[src/rtl/bsg_trace_dut_pkg.sv]
// Shared types for the trace-replay transform DUT.
// Holds the per-beat transform encoding used by the top level.
package bsg_trace_dut_pkg;

  typedef enum logic [1:0] {
    e_xform_pass,
    e_xform_inv,
    e_xform_inc,
    e_xform_rol
  } bsg_trace_xform_e;

  localparam int unsigned xform_sel_w_lp = 2;

endpackage

[src/rtl/bsg_trace_dut_fifo.sv]
// Count-tracked FIFO with async-reset pointers and occupancy.
// Ready/valid come straight from registered count: no input-to-output path.
module bsg_trace_dut_fifo
  import bsg_trace_dut_pkg::*;
#(
  parameter int unsigned width_p = 80,
  parameter int unsigned els_p   = 4,
  localparam int unsigned ptr_w_lp = (els_p > 1) ? $clog2(els_p) : 1,
  localparam int unsigned cnt_w_lp = $clog2(els_p + 1)
) (
  input  logic                clk_i,
  input  logic                reset_i,
  input  logic                v_i,
  input  logic [width_p-1:0]  data_i,
  output logic                ready_o,
  output logic                v_o,
  output logic [width_p-1:0]  data_o,
  input  logic                ready_i,
  output logic [cnt_w_lp-1:0] count_o
);

  localparam logic [cnt_w_lp-1:0] full_lp = cnt_w_lp'(els_p);

  logic [width_p-1:0]  mem_q [els_p];
  logic [ptr_w_lp-1:0] wr_ptr_q, wr_ptr_d;
  logic [ptr_w_lp-1:0] rd_ptr_q, rd_ptr_d;
  logic [cnt_w_lp-1:0] count_q, count_d;
  logic                enq, deq;

  assign ready_o = (count_q != full_lp);
  assign v_o     = (count_q != '0);
  assign enq     = v_i & ready_o;
  assign deq     = v_o & ready_i;
  assign data_o  = mem_q[rd_ptr_q];
  assign count_o = count_q;

  always_comb begin
    wr_ptr_d = wr_ptr_q;
    rd_ptr_d = rd_ptr_q;
    count_d  = count_q;
    if (enq) wr_ptr_d = wr_ptr_q + ptr_w_lp'(1);
    if (deq) rd_ptr_d = rd_ptr_q + ptr_w_lp'(1);
    unique case ({enq, deq})
      2'b10:   count_d = count_q + cnt_w_lp'(1);
      2'b01:   count_d = count_q - cnt_w_lp'(1);
      default: count_d = count_q;
    endcase
  end

  always_ff @(posedge clk_i or posedge reset_i) begin
    if (reset_i) begin
      wr_ptr_q <= '0;
      rd_ptr_q <= '0;
      count_q  <= '0;
    end else begin
      wr_ptr_q <= wr_ptr_d;
      rd_ptr_q <= rd_ptr_d;
      count_q  <= count_d;
    end
  end

  // Storage is deliberately left out of reset; count gates its visibility.
  always_ff @(posedge clk_i) begin
    if (enq) mem_q[wr_ptr_q] <= data_i;
  end

endmodule

[src/rtl/bsg_trace_replay_xform_dut.sv]
// Buffered trace-replay DUT: per-beat transform applied at enqueue,
// results held in a FIFO and returned on a valid/ready channel.
module bsg_trace_replay_xform_dut
  import bsg_trace_dut_pkg::*;
#(
  parameter int unsigned payload_width_p = 80,
  parameter int unsigned els_p           = 4,
  localparam int unsigned cnt_w_lp = $clog2(els_p + 1)
) (
  input  logic                       clk_i,
  input  logic                       reset_i,
  input  logic [1:0]                 mode_i,
  input  logic                       v_i,
  input  logic [payload_width_p-1:0] data_i,
  output logic                       ready_o,
  output logic                       v_o,
  output logic [payload_width_p-1:0] data_o,
  input  logic                       ready_i,
  output logic [cnt_w_lp-1:0]        count_o
);

  localparam int unsigned w_lp = payload_width_p;

  bsg_trace_xform_e       mode;
  logic [w_lp-1:0]        xform;

  assign mode = bsg_trace_xform_e'(mode_i);

  always_comb begin
    xform = data_i;
    unique case (mode)
      e_xform_pass: xform = data_i;
      e_xform_inv:  xform = ~data_i;
      e_xform_inc:  xform = data_i + w_lp'(1);
      e_xform_rol:  xform = {data_i[w_lp-2:0], data_i[w_lp-1]};
      default:      xform = data_i;
    endcase
  end

  bsg_trace_dut_fifo #(
    .width_p (payload_width_p),
    .els_p   (els_p)
  ) u_fifo (
    .clk_i   (clk_i),
    .reset_i (reset_i),
    .v_i     (v_i),
    .data_i  (xform),
    .ready_o (ready_o),
    .v_o     (v_o),
    .data_o  (data_o),
    .ready_i (ready_i),
    .count_o (count_o)
  );

endmodule

[config.mk]
export PLATFORM = sky130hd
export DESIGN_NAME = bsg_trace_replay_xform_dut
export DESIGN_NICKNAME = d
export VERILOG_FILES = /design/src/rtl/bsg_trace_dut_pkg.sv /design/src/rtl/bsg_trace_dut_fifo.sv /design/src/rtl/bsg_trace_replay_xform_dut.sv
export SDC_FILE = /design/constraint.sdc
export NUM_CORES = 1
export LEC_CHECK = 0
export ABC_AREA = 1
export BUFFER_PORTS_ARGS = -buffer_cell sky130_fd_sc_hd__buf_2
export CAP_MARGIN = 10
export CORE_UTILIZATION = 30
export DETAILED_ROUTE_END_ITERATION = 10
export PLACE_DENSITY = 0.43
export SLEW_MARGIN = 40
export SYNTH_ARGS = -nofsm -noshare
export SYNTH_HDL_FRONTEND = slang
export SYNTH_HIERARCHICAL = 1
export SYNTH_SLANG_ARGS = --single-unit
[constraint.sdc]
create_clock -name clk_i -period 10.1 [get_ports clk_i]
set_clock_uncertainty 0.05 [all_clocks]
set_input_delay 1.01 -clock clk_i [delete_from_list [all_inputs] [get_ports clk_i]]
set_output_delay 1.01 -clock clk_i [all_outputs]
set_load 0.005 [all_outputs]
# --- Yosys cells after proc, flatten, opt, wreduce, memory -nomap -nowiden ---
# Memory sizes are Yosys's and may differ from the RTL's.
# Cells that the tools add are included.
word_totals:
  inputBits: 86
  wordCells: 25
  ramBits: 320
  output_inout_bits: 85
  regBits: 7
  mem_count: 1
op_classes:
  bitwise: 3
  add_sub_neg: 5
  muxes: 4
  eq_ne: 6
  reduce_logical: 3
mem_list:
  columns: ["name", "words", "word_bits", "read_ports", "rd_ports_with_merged_regs", "wr", "line_no", "source"]
  rows:
  - ["u_fifo.mem_q", 4, 80, 1, 0, 1, "bsg_trace_dut_fifo.sv:24", "logic [width_p-1:0] mem_q [els_p];"]
op_table:
  columns: ["cell", "n"]
  rows:
  - ["$pmux W80 S4", 1]
  - ["$add A80 B1 Y80 const B", 1]
  - ["$not A80 Y80", 1]
  - ["$eq A2 B2 Y1 const B", 3]
  - ["$pmux W3 S2", 1]
  - ["$add A2 B1 Y2 const B", 2]
  - ["$eq A2 B1 Y1 const B", 2]
  - ["$add A3 B1 Y3 const B", 1]
  - ["$ne A3 B3 Y1 const B", 1]
  - ["$reduce_bool A3 Y1", 1]
  - ["$sub A3 B1 Y3 const B", 1]
  - ["$and A1 B1 Y1", 2]
  - ["$logic_not A2 Y1", 1]
  - ["$mux W1", 2]
  - ["$reduce_bool A2 Y1", 1]

# --- Depth between registers and ports, before layout ---
# Gate-level depths: netlist (run 1).
depth:
  word_depth: 4
  mapped_depth: 12
  ltp_nobuf: 12

# --- Modules after synthesis ---
# The synthesis (run 1) kept the hierarchy.
by_module_without_submodules:
  columns: ["module", "cells_each", "n_inst", "area_per_inst_um2"]
  rows:
  - ["bsg_trace_dut_fifo", 993, 1, 13216.4]
  - ["bsg_trace_replay_xform_dut", 1018, 1, 4675.7]

# --- Worst setup path after synthesis (run 1) ---
# OpenSTA, ideal clock, no wires.
synth_path:
  path_kind: "input-to-reg"
  from: "input port v_i"
  to: "memory u_fifo.mem_q[0][0] (enable)"
  setup_time_ns: 0.519
  path_slack_ns: 5.032
  path_stages: 2
  path_buffers: 0
  arrival_ns: 4.499
  cell_sequence: "nand2_1 > nor2_1"
synth_via:
  elab_chain_len: 3
synth_lines:
  columns: ["element", "line_no", "source"]
  rows:
  - ["start: declaration", "bsg_trace_replay_xform_dut.sv:13", "input logic v_i,"]
  - ["$and A1 B1 Y1", "bsg_trace_dut_fifo.sv:32", "assign enq = v_i & ready_o;"]
  - ["$mux W1", "bsg_trace_dut_fifo.sv:64", "if (enq) mem_q[wr_ptr_q] <= data_i;"]
  - ["$mux W1 (implied by the code)", "bsg_trace_dut_fifo.sv:64", null]
  - ["end: declaration", "bsg_trace_dut_fifo.sv:24", null]
# No other way between the ends.

# --- Worst setup path in the final report (run 1) ---
layout_path:
  from: "register u_fifo.rd_ptr_q[1]"
  to: "output port data_o[79]"
layout_via:
  elab_chain_len: 1
layout_lines:
  columns: ["element", "line_no", "source"]
  rows:
  - ["start: declaration", "bsg_trace_dut_fifo.sv:26", "logic [ptr_w_lp-1:0] rd_ptr_q, rd_ptr_d;"]
  - ["start signal: assignment", "bsg_trace_dut_fifo.sv:57", "rd_ptr_q <= rd_ptr_d;"]
  - ["$mem_v2 Z4 W80", null, null]
  - ["end: declaration", "bsg_trace_replay_xform_dut.sv:17", "output logic [payload_width_p-1:0] data_o,"]
# No other way between the ends.

==> results of run 1 <==
## routing by layer
metal	part of all wire, %	GRT usage (%)	up-vias
met5	0.26	0	-
met4	1.9	4.38	24
li1	-	-	7099
met3	5.8	3.93	92
met1	47	27.2	6980
met2	46	31.1	359
## cell type report
class	instances	area share [%]
timing repair buffer	187	4.84
tap	773	4.70
clock buffer	45	4.85
sequential	327	47.5
clock inverter	24	1.20
inverter	301	5.53
multi-input combinational	1299	31.3
antenna	6	0.0729
## critical path, stage by stage (launching register included)
cell and delay [ps]:
dfrtp_2 380, buf_4 260, inv_2 610, buf_4 650
o211ai_1 180, nand2_1 180, buf_2 140
## cell families (layout without fill, tap and decap cells)
group	Yosys count	count (layout)
compound gates	261	261
xor+xnor	1	1
flops	327	327
fa+ha+maj	7	7
other cells	0	6
buf+inv	385	557
simple gates	1030	1030
## flip-flops by register name, summed over array words and instances (netlist names)
| signal | cells |
|---|---|
| u_fifo/mem_q | 320 |
| u_fifo/count_o | 3 |
| u_fifo/rd_ptr_q | 2 |
| u_fifo/wr_ptr_q | 2 |
## cells in the final DEF (no fill, tap or decap), types with 16 or more instances in the layout
cell type | netlist | routed
nor2_1 | 122 | 118
nor2_4 | 12 | 18
edfxtp_1 | 320 | 320
o2111ai_1 | 23 | 23
nor2_2 | 21 | 19
nand3_1 | 130 | 130
a21oi_1 | 16 | 16
o211ai_1 | 169 | 169
clkbuf_16 | 0 | 39
buf_2 | 27 | 170
inv_1 | 294 | 293
nand4_1 | 53 | 53
nand2_1 | 659 | 659
o21ai_0 | 27 | 27
## through the flow
| stage | hold slack, ps | utilization (%) | instance area, sq um | power (mW) |
|---|---|---|---|---|
| floorplan | 432 | - | 17900 | 2.99 |
| global placement | 432 | 32.7 | 19300 | 3.57 |
| detailed placement | 455 | 32.7 | 19300 | 3.56 |
| CTS | 338 | 34.9 | 20600 | 4.97 |
| global route | 373 | 34.9 | 20600 | 5.20 |
| finish | 353 | 34.9 | 20600 | 4.89 |
## path summary, 6_finish.rpt
path                       cells past startpoint                  end  slack (ps)
setup / recovery                               6           data_o[79]        6060
hold / removal                                 2   u_fifo/rd_ptr_q[1]         350
setup reg to reg                               6  u_fifo/mem_q[3][18]        7270
hold reg to reg                                1    u_fifo/count_o[0]         450
max in group asynchronous                      2   u_fifo/rd_ptr_q[1]        9400
min in group clk_i                             1    u_fifo/count_o[0]         450
## report_power, final
group / total, mW / switching, mW / internal [mW]
Sequential: 1.89 / 0.0697 / 1.82
Clock: 1.38 / 0.549 / 0.835
Combinational: 1.61 / 1.10 / 0.507
Total: 4.89 / 1.72 / 3.16
==> results.cfg, run 1 <==
[placement]
gp_congestion = 0.922
port_buffers = 170
dp_hpwl_um = 42100
pre_cts_ws_ps = 6340
dp_cells = 2887

[critical_path]
reg2reg_from = u_fifo/count_o[1]
startpoint = u_fifo/rd_ptr_q[1]
crit_fanout = 49
path_class = reg -> out
cp.arrival_ps = 2980
end_kind = output port
start_kind = register
crit_required_ps = 9040

[layout]
fin_cells = 2962
seqCellArea_sq_um = 9790
multi_input_area_sq_um = 6440
n_fill_cell = 6161
drive_above_1_share_pct = 14.1
syn_to_final_growth_pct = 15.0
nets = 2248

[logic_synthesis]
synth_cell_types = 41
synthCells = 2011
synth-compound-area-share_pct = 10.5
yosysMostFrequentCell = nand2_1
synth_top_family_by_area = simple AND/OR/NAND/NOR gates
synth-edff-count = 320
ys_seq_area_share_pct = 54.7
ys_ff_latch = 327
syn_area_sq_um = 17900
synth-adder-area-share_pct = 0.531
syn_avg_cell_area_sq_um = 8.90
yosys.area.top_type_share_pct = 53.7
synth_xor_area_share_pct = 0.0490
synth_area_leader_cell = edfxtp_1
async_reset_ff_share_pct = 2.14
ys.flop_type = edfxtp_1
syn-num-nets = 2104
synth.area.top_cells = edfxtp_1 (54%), nand2_1 (14%), o211ai_1 (7.1%)
synth_warnings = 6
synth_mux_area_share_pct = 0
synthTopCellsByCount = nand2_1 (659), edfxtp_1 (320), inv_1 (294), o211ai_1 (169), nand3_1 (130)
synth-simple-area-share_pct = 24.7

[detailed_routing]
routed_via_density = 4.91
vias = 14600
routedWlPerCell_um = 20.0
drt-pass1-iter-count = 5
wl_um = 59400
antenna_left = 0
route.detailed.drc = 0
dr.first_iter.drc_count = 1241

[pwr]
ir_drop_v = 0.000133
power_density_nw_per_um2 = 237
leakage_nw = 8.16

[cts]
post_cts_buffers = 0
clock-root-buffer = clkbuf_16
clock_sinks = 327
ctsResizeCount = 0
cts.path.max_buffers = 3
path_clk_slew_ps = 60
clock_latency_ps = 540
cts_tree = yes
htreeDepth = 2
holdBufCountCts = 0
numCtsBuffers = 39

[die]
row_count = 89
die_w_um = 246
die_y_um = 246
pin_count = 171
core_area_sq_um = 59000
die_area_sq_um = 60600
initial_core_util_pct = 30.3

[worst_hold_path]
hp-class = in -> async

[timing]
grt_setup_unrepaired = no
worstMarginPinSlew_ps = 839
hold_viol_final = 0
min_period_ps = 4040
finalSetupViolCount = 0
fmax_mhz = 248
setup_slack_ps = 6060
period_share_pct = 40.0
fin_setup_tns_ps = 0
maxSlewHeadroom_pct = 44.1
maxSlewViolCount = 0

[grt]
antenna_found_initial = 20
grt.overflow.total = 0
track_usage_pct = 19.5
grt_pass1_wl_um = 88200
grt_pass1_vias = 13800
grt_max_degree = 113

[status]
status = completed

[flow_run]
maxCapViolCount = 0
(Power assumes the default switching activity.)
==> inputs of run 2 (changes only) <==
- PLACE_DENSITY: 0.43 -> 0.45
- clock period: 10.1 -> 3.3 ns (I/O delays scaled with it)
==> results.cfg, run 2 (synthesized netlist as in run 1, its figures left out) <==
[layout]
final_common_cell = nand2_1
syn_to_final_growth_pct = 15.5
stdcell_area_sq_um = 20700
largest-register = u_fifo/mem_q
drive_above_1_share_pct = 14.3
fin_cells = 2967
nets = 2261
largest_reg_flops = 320
finish.utilization_pct = 35.0
final_cell_mix = nand2_1 (659), edfxtp_1 (320), inv_1 (294)

[cts]
htreeDepth = 2
holdBufCountCts = 3
clock-root-buffer = clkbuf_16
path_clk_slew_ps = 60
cts.path.max_buffers = 3
clock_latency_ps = 540
numCtsBuffers = 36
post_cts_buffers = 0
cts_tree = yes
clock_sinks = 327
ctsResizeCount = 0

[critical_path]
reg2reg_from = u_fifo/count_o[0]
path_common_cell = nand2_1
cp.arrival_ps = 2400
slowest_stage = inv_8
max_stage_delay_ps = 530
crit_fanout = 135
end_kind = output port
crit_required_ps = 2920
startpoint = u_fifo/rd_ptr_q[0]
cp_cell_sequence = inv_8 -> buf_4 -> nand2_1 -> o211ai_1 -> nand2_1 -> buf_2
start_kind = register
path_class = reg -> out

[detailed_routing]
wl_met1_um = 27400
wl_met2_um = 27500
wl_met3_um = 2700
vias = 14500
antenna_left = 0
top_layer = met5
wl_um = 58800
routedWlPerCell_um = 19.8
route.detailed.drc = 0
drt-pass1-iter-count = 8
routed_via_density = 4.89
dr.first_iter.drc_count = 997

[timing]
worstMarginPinSlew_ps = 800
maxSlewViolCount = 0
min_period_ps = 2780
worst_hold_slack_ps = 199
finalSetupViolCount = 0
setup_slack_ps = 520
period_share_pct = 84.2
fmax_mhz = 360
hold_viol_final = 0
fin_setup_tns_ps = 0
grt_setup_unrepaired = no
maxSlewHeadroom_pct = 46.6

[die]
die_w_um = 246
initial_core_util_pct = 30.3
core_area_sq_um = 59000
row_count = 89
die_area_sq_um = 60600
die_y_um = 246
pin_count = 171

[pwr]
leakage_nw = 8.19
ir_drop_v = 0.000388
p_total_mw = 14.7
power_density_nw_per_um2 = 709

[placement]
pre_cts_ws_ps = 762
dp_hpwl_um = 41400
placed_cell_area_sq_um = 19500
dp_cells = 2900
gp_congestion = 0.924
port_buffers = 170

[grt]
grt_pass1_vias = 13700
grt_pass1_wl_um = 87200
antenna_found_initial = 10
grt.overflow.total = 0
track_usage_pct = 19.3
grt_max_degree = 136

[status]
status = completed

[worst_hold_path]
hp-start = data_i[8]
hp-class = in -> reg

[flow_run]
maxCapViolCount = 0
-- run 2: cell type report --
type / count / area [sq um]
repair buffers: 203 / 1230
multi-input cells: 1299 / 6440
fillers: 6131 / 38400
clock inverters: 10 / 82.6
clock buffers: 49 / 1010
flip-flops and latches: 327 / 9790
well taps: 773 / 967
inverters: 301 / 1140
diodes: 5 / 12.5
-- run 2: where the power goes --
part           internal, mW  switching, mW  leakage [nW]  total [mW]
Combinational          1.70           3.41          4.62        5.11
Clock                  2.21           1.57         0.531        3.79
Sequential             5.56          0.195          3.04        5.76
-- run 2: final timing paths --
kind | cells after the start | slack [ps] | to
worst max-delay path | 6 | 520 | data_o[20]
max in group asynchronous | 3 | 2740 | u_fifo/rd_ptr_q[1]
worst min register to register | 1 | 450 | u_fifo/count_o[0]
min in group asynchronous | 3 | 210 | u_fifo/count_o[0]
worst min-delay path | 3 | 200 | u_fifo/mem_q[3][9]
worst max register to register | 10 | 1100 | u_fifo/count_o[2]
-- run 2: metal layers --
metal	vias to the layer above	track usage, %
met5	-	0
met4	12	4.69
met3	79	3.08
met2	348	31.6
met1	6948	26.5
li1	7120	-
-- run 2: critical path, delay by kind of cell, from the launching register on --
kind                   cells  cell delay, ps
flip-flops                 1             450
AND/OR/NAND/NOR            2             180
AO/OA/AOI/OAI              1              90
buffers and inverters      3            1000
==> inputs of run 3 (changes only) <==
- ABC_AREA: 1 -> 0
- PLACE_DENSITY: 0.45 -> 0.43
- clock period: 3.3 -> 2.6 ns (I/O delays scaled with it)
==> results.cfg, run 3 <==
[status]
status = completed

[placement]
dp_cells = 2030
pre_cts_ws_ps = -268
placed_cell_area_sq_um = 18500
gp_congestion = 0.831
dp_hpwl_um = 31800
port_buffers = 170

[pwr]
clockPowerShare_pct = 28.9
p_total_mw = 18.5
leakage_nw = 7.03
combPwrFrac_pct = 31.6
power_frac_seq_pct = 39.6
switching_power_mw = 5.49
p_int_mw = 13.0
switching_share_pct = 29.7
ir_drop_v = 0.000623
power_density_nw_per_um2 = 933

[die]
die_y_um = 231
row_count = 83
initial_core_util_pct = 30.5
die_w_um = 231
die_area_sq_um = 53300
pin_count = 171
core_area_sq_um = 51500

[logic_synthesis]
yosys.area.top_type_share_pct = 61.2
synth.area.top_cells = edfxtp_1 (61%), mux4_2 (11%), nand2_1 (3.2%)
synth-adder-area-share_pct = 0.605
synth_warnings = 6
synth_top_family_by_area = multiplexers
synth_cell_types = 68
synth-simple-area-share_pct = 12.3
synth-edff-count = 320
synth_xor_area_share_pct = 1.90
syn-num-nets = 1191
async_reset_ff_share_pct = 2.14
synth-compound-area-share_pct = 6.49
syn_avg_cell_area_sq_um = 14.3
synthTopCellsByCount = edfxtp_1 (320), nand2_1 (135), mux4_2 (80), o21ai_0 (54), nand3_1 (53)
ys_ff_latch = 327
yosysMostFrequentCell = edfxtp_1
ys.flop_type = edfxtp_1
synthCells = 1098
ys_seq_area_share_pct = 62.3
synth_area_leader_cell = edfxtp_1
synth_mux_area_share_pct = 13.6
syn_area_sq_um = 15700

[cts]
clock-root-buffer = clkbuf_16
path_clk_slew_ps = 50
clock_sinks = 327
cts_tree = yes
clock_latency_ps = 540
cts.path.max_buffers = 3
numCtsBuffers = 39
htreeDepth = 2

[timing]
period_share_pct = 92.9
maxSlewHeadroom_pct = 49.0
maxSlewViolCount = 0
finalSetupViolCount = 0
min_period_ps = 2410
worstMarginPinSlew_ps = 755
setup_slack_ps = 185
hold_viol_final = 0
grt_setup_unrepaired = no
fmax_mhz = 414

[grt]
grt_pass1_vias = 10700
track_usage_pct = 17.2
grt.overflow.total = 0
antenna_found_initial = 5
grt_max_degree = 84
grt_pass1_wl_um = 68300

[critical_path]
path_class = reg -> out
ff2ff_path_depth = 9
timing.reg2reg.setup_slack_ps = 320
end_kind = output port
crit_required_ps = 2290
reg2reg_from = u_fifo/count_o[0]
cp.arrival_ps = 2100
start_kind = register
r2r-end = u_fifo/count_o[2]
crit_fanout = 10

[detailed_routing]
wl_um = 45300
routedWlPerCell_um = 21.5
vias = 10600
routed_via_density = 5.01
antenna_left = 0
dr.first_iter.drc_count = 751
drt-pass1-iter-count = 5
route.detailed.drc = 0

[layout]
largest-register = u_fifo/mem_q
final_cell_mix = edfxtp_1 (320), buf_2 (168), buf_4 (139)
largest_reg_flops = 320
stdcell_area_sq_um = 19800
nets = 1491
drive_above_1_share_pct = 36.1
fin_cells = 2110
finish.utilization_pct = 38.5
n_fill_cell = 4990
final_common_cell = edfxtp_1
syn_to_final_growth_pct = 26.2

[worst_hold_path]
hp-class = in -> reg
hold_path_depth = 3
holdPathEnd = u_fifo/wr_ptr_q[0]
hp-start = v_i

[flow_run]
maxCapViolCount = 0
==> run 3: power by group through the flow <==
stage / logic (mW) / clock network, mW / registers (mW)
finish: 5.84 / 5.33 / 7.32
global route: 6.36 / 5.69 / 7.41
global placement: 5.83 / 0 / 7.51
detailed placement: 5.85 / 0 / 7.54
floorplan: 3.17 / 0 / 7.35
CTS: 6.06 / 5.51 / 7.33
==> run 3: cells by family after synthesis <==
group / after synthesis
xor+xnor: 34
fa+ha+maj: 7
flops: 327
mux: 113
compound gates: 157
buf+inv: 107
simple gates: 353
==> run 3: how the worst max path moves through the flow <==
stage | from | end | slack (ps) | cells past startpoint
final | u_fifo/rd_ptr_q[0] | data_o[62] | 190 | 4
after global routing | u_fifo/rd_ptr_q[0] | data_o[68] | 100 | 4
after CTS | u_fifo/rd_ptr_q[0] | data_o[29] | 110 | 4
after detailed placement | data_i[0] | u_fifo/mem_q[3][68] | -270 | 9
after global placement | data_i[0] | u_fifo/mem_q[0][68] | -250 | 9
after floorplan | data_i[15] | u_fifo/mem_q[0][78] | 20 | 8
==> run 3: per-stage QoR <==
stage	hold WS, ps	TNS [ps]
after global routing	93.4	0
final	81.3	0
after global placement	162	-9740
after detailed placement	167	-13660
after CTS	48.7	0
after floorplan	13.4	0
==> run 3: cell type report <==
class / instances / area [sq um] / area share [%]
sequential: 327 / 9790 / 49.4
multi-input combinational: 664 / 5500 / 27.7
timing repair buffer: 328 / 2280 / 11.5
clock buffer: 45 / 1020 / 5.14
tap: 680 / 851 / 4.29
clock inverter: 25 / 234 / 1.18
inverter: 38 / 143 / 0.720
antenna: 3 / 7.51 / 0.0379
==> run 3: worst max-delay path, stage by stage, from the launching register on <==
cell     delay (ps)
dfrtp_4         470
buf_4           210
buf_12          170
mux4_2          550
buf_2           150
==> run 3: routing by layer <==
layer / GRT usage [%] / wire, um / part of all wire [%]
met1: 23.5 / 20600 / 46
met2: 28.3 / 21800 / 48
met3: 3.04 / 2050 / 4.5
met4: 4.28 / 759 / 1.7
met5: 0 / 31 / 0.068
==> run 3: repair_timing <==
action                     CTS  global route
hold buffers                 2             0
setup endpoints to repair   58             0
gates resized for setup      0             0
buffers inserted             5             0
hold endpoints to repair     8             0
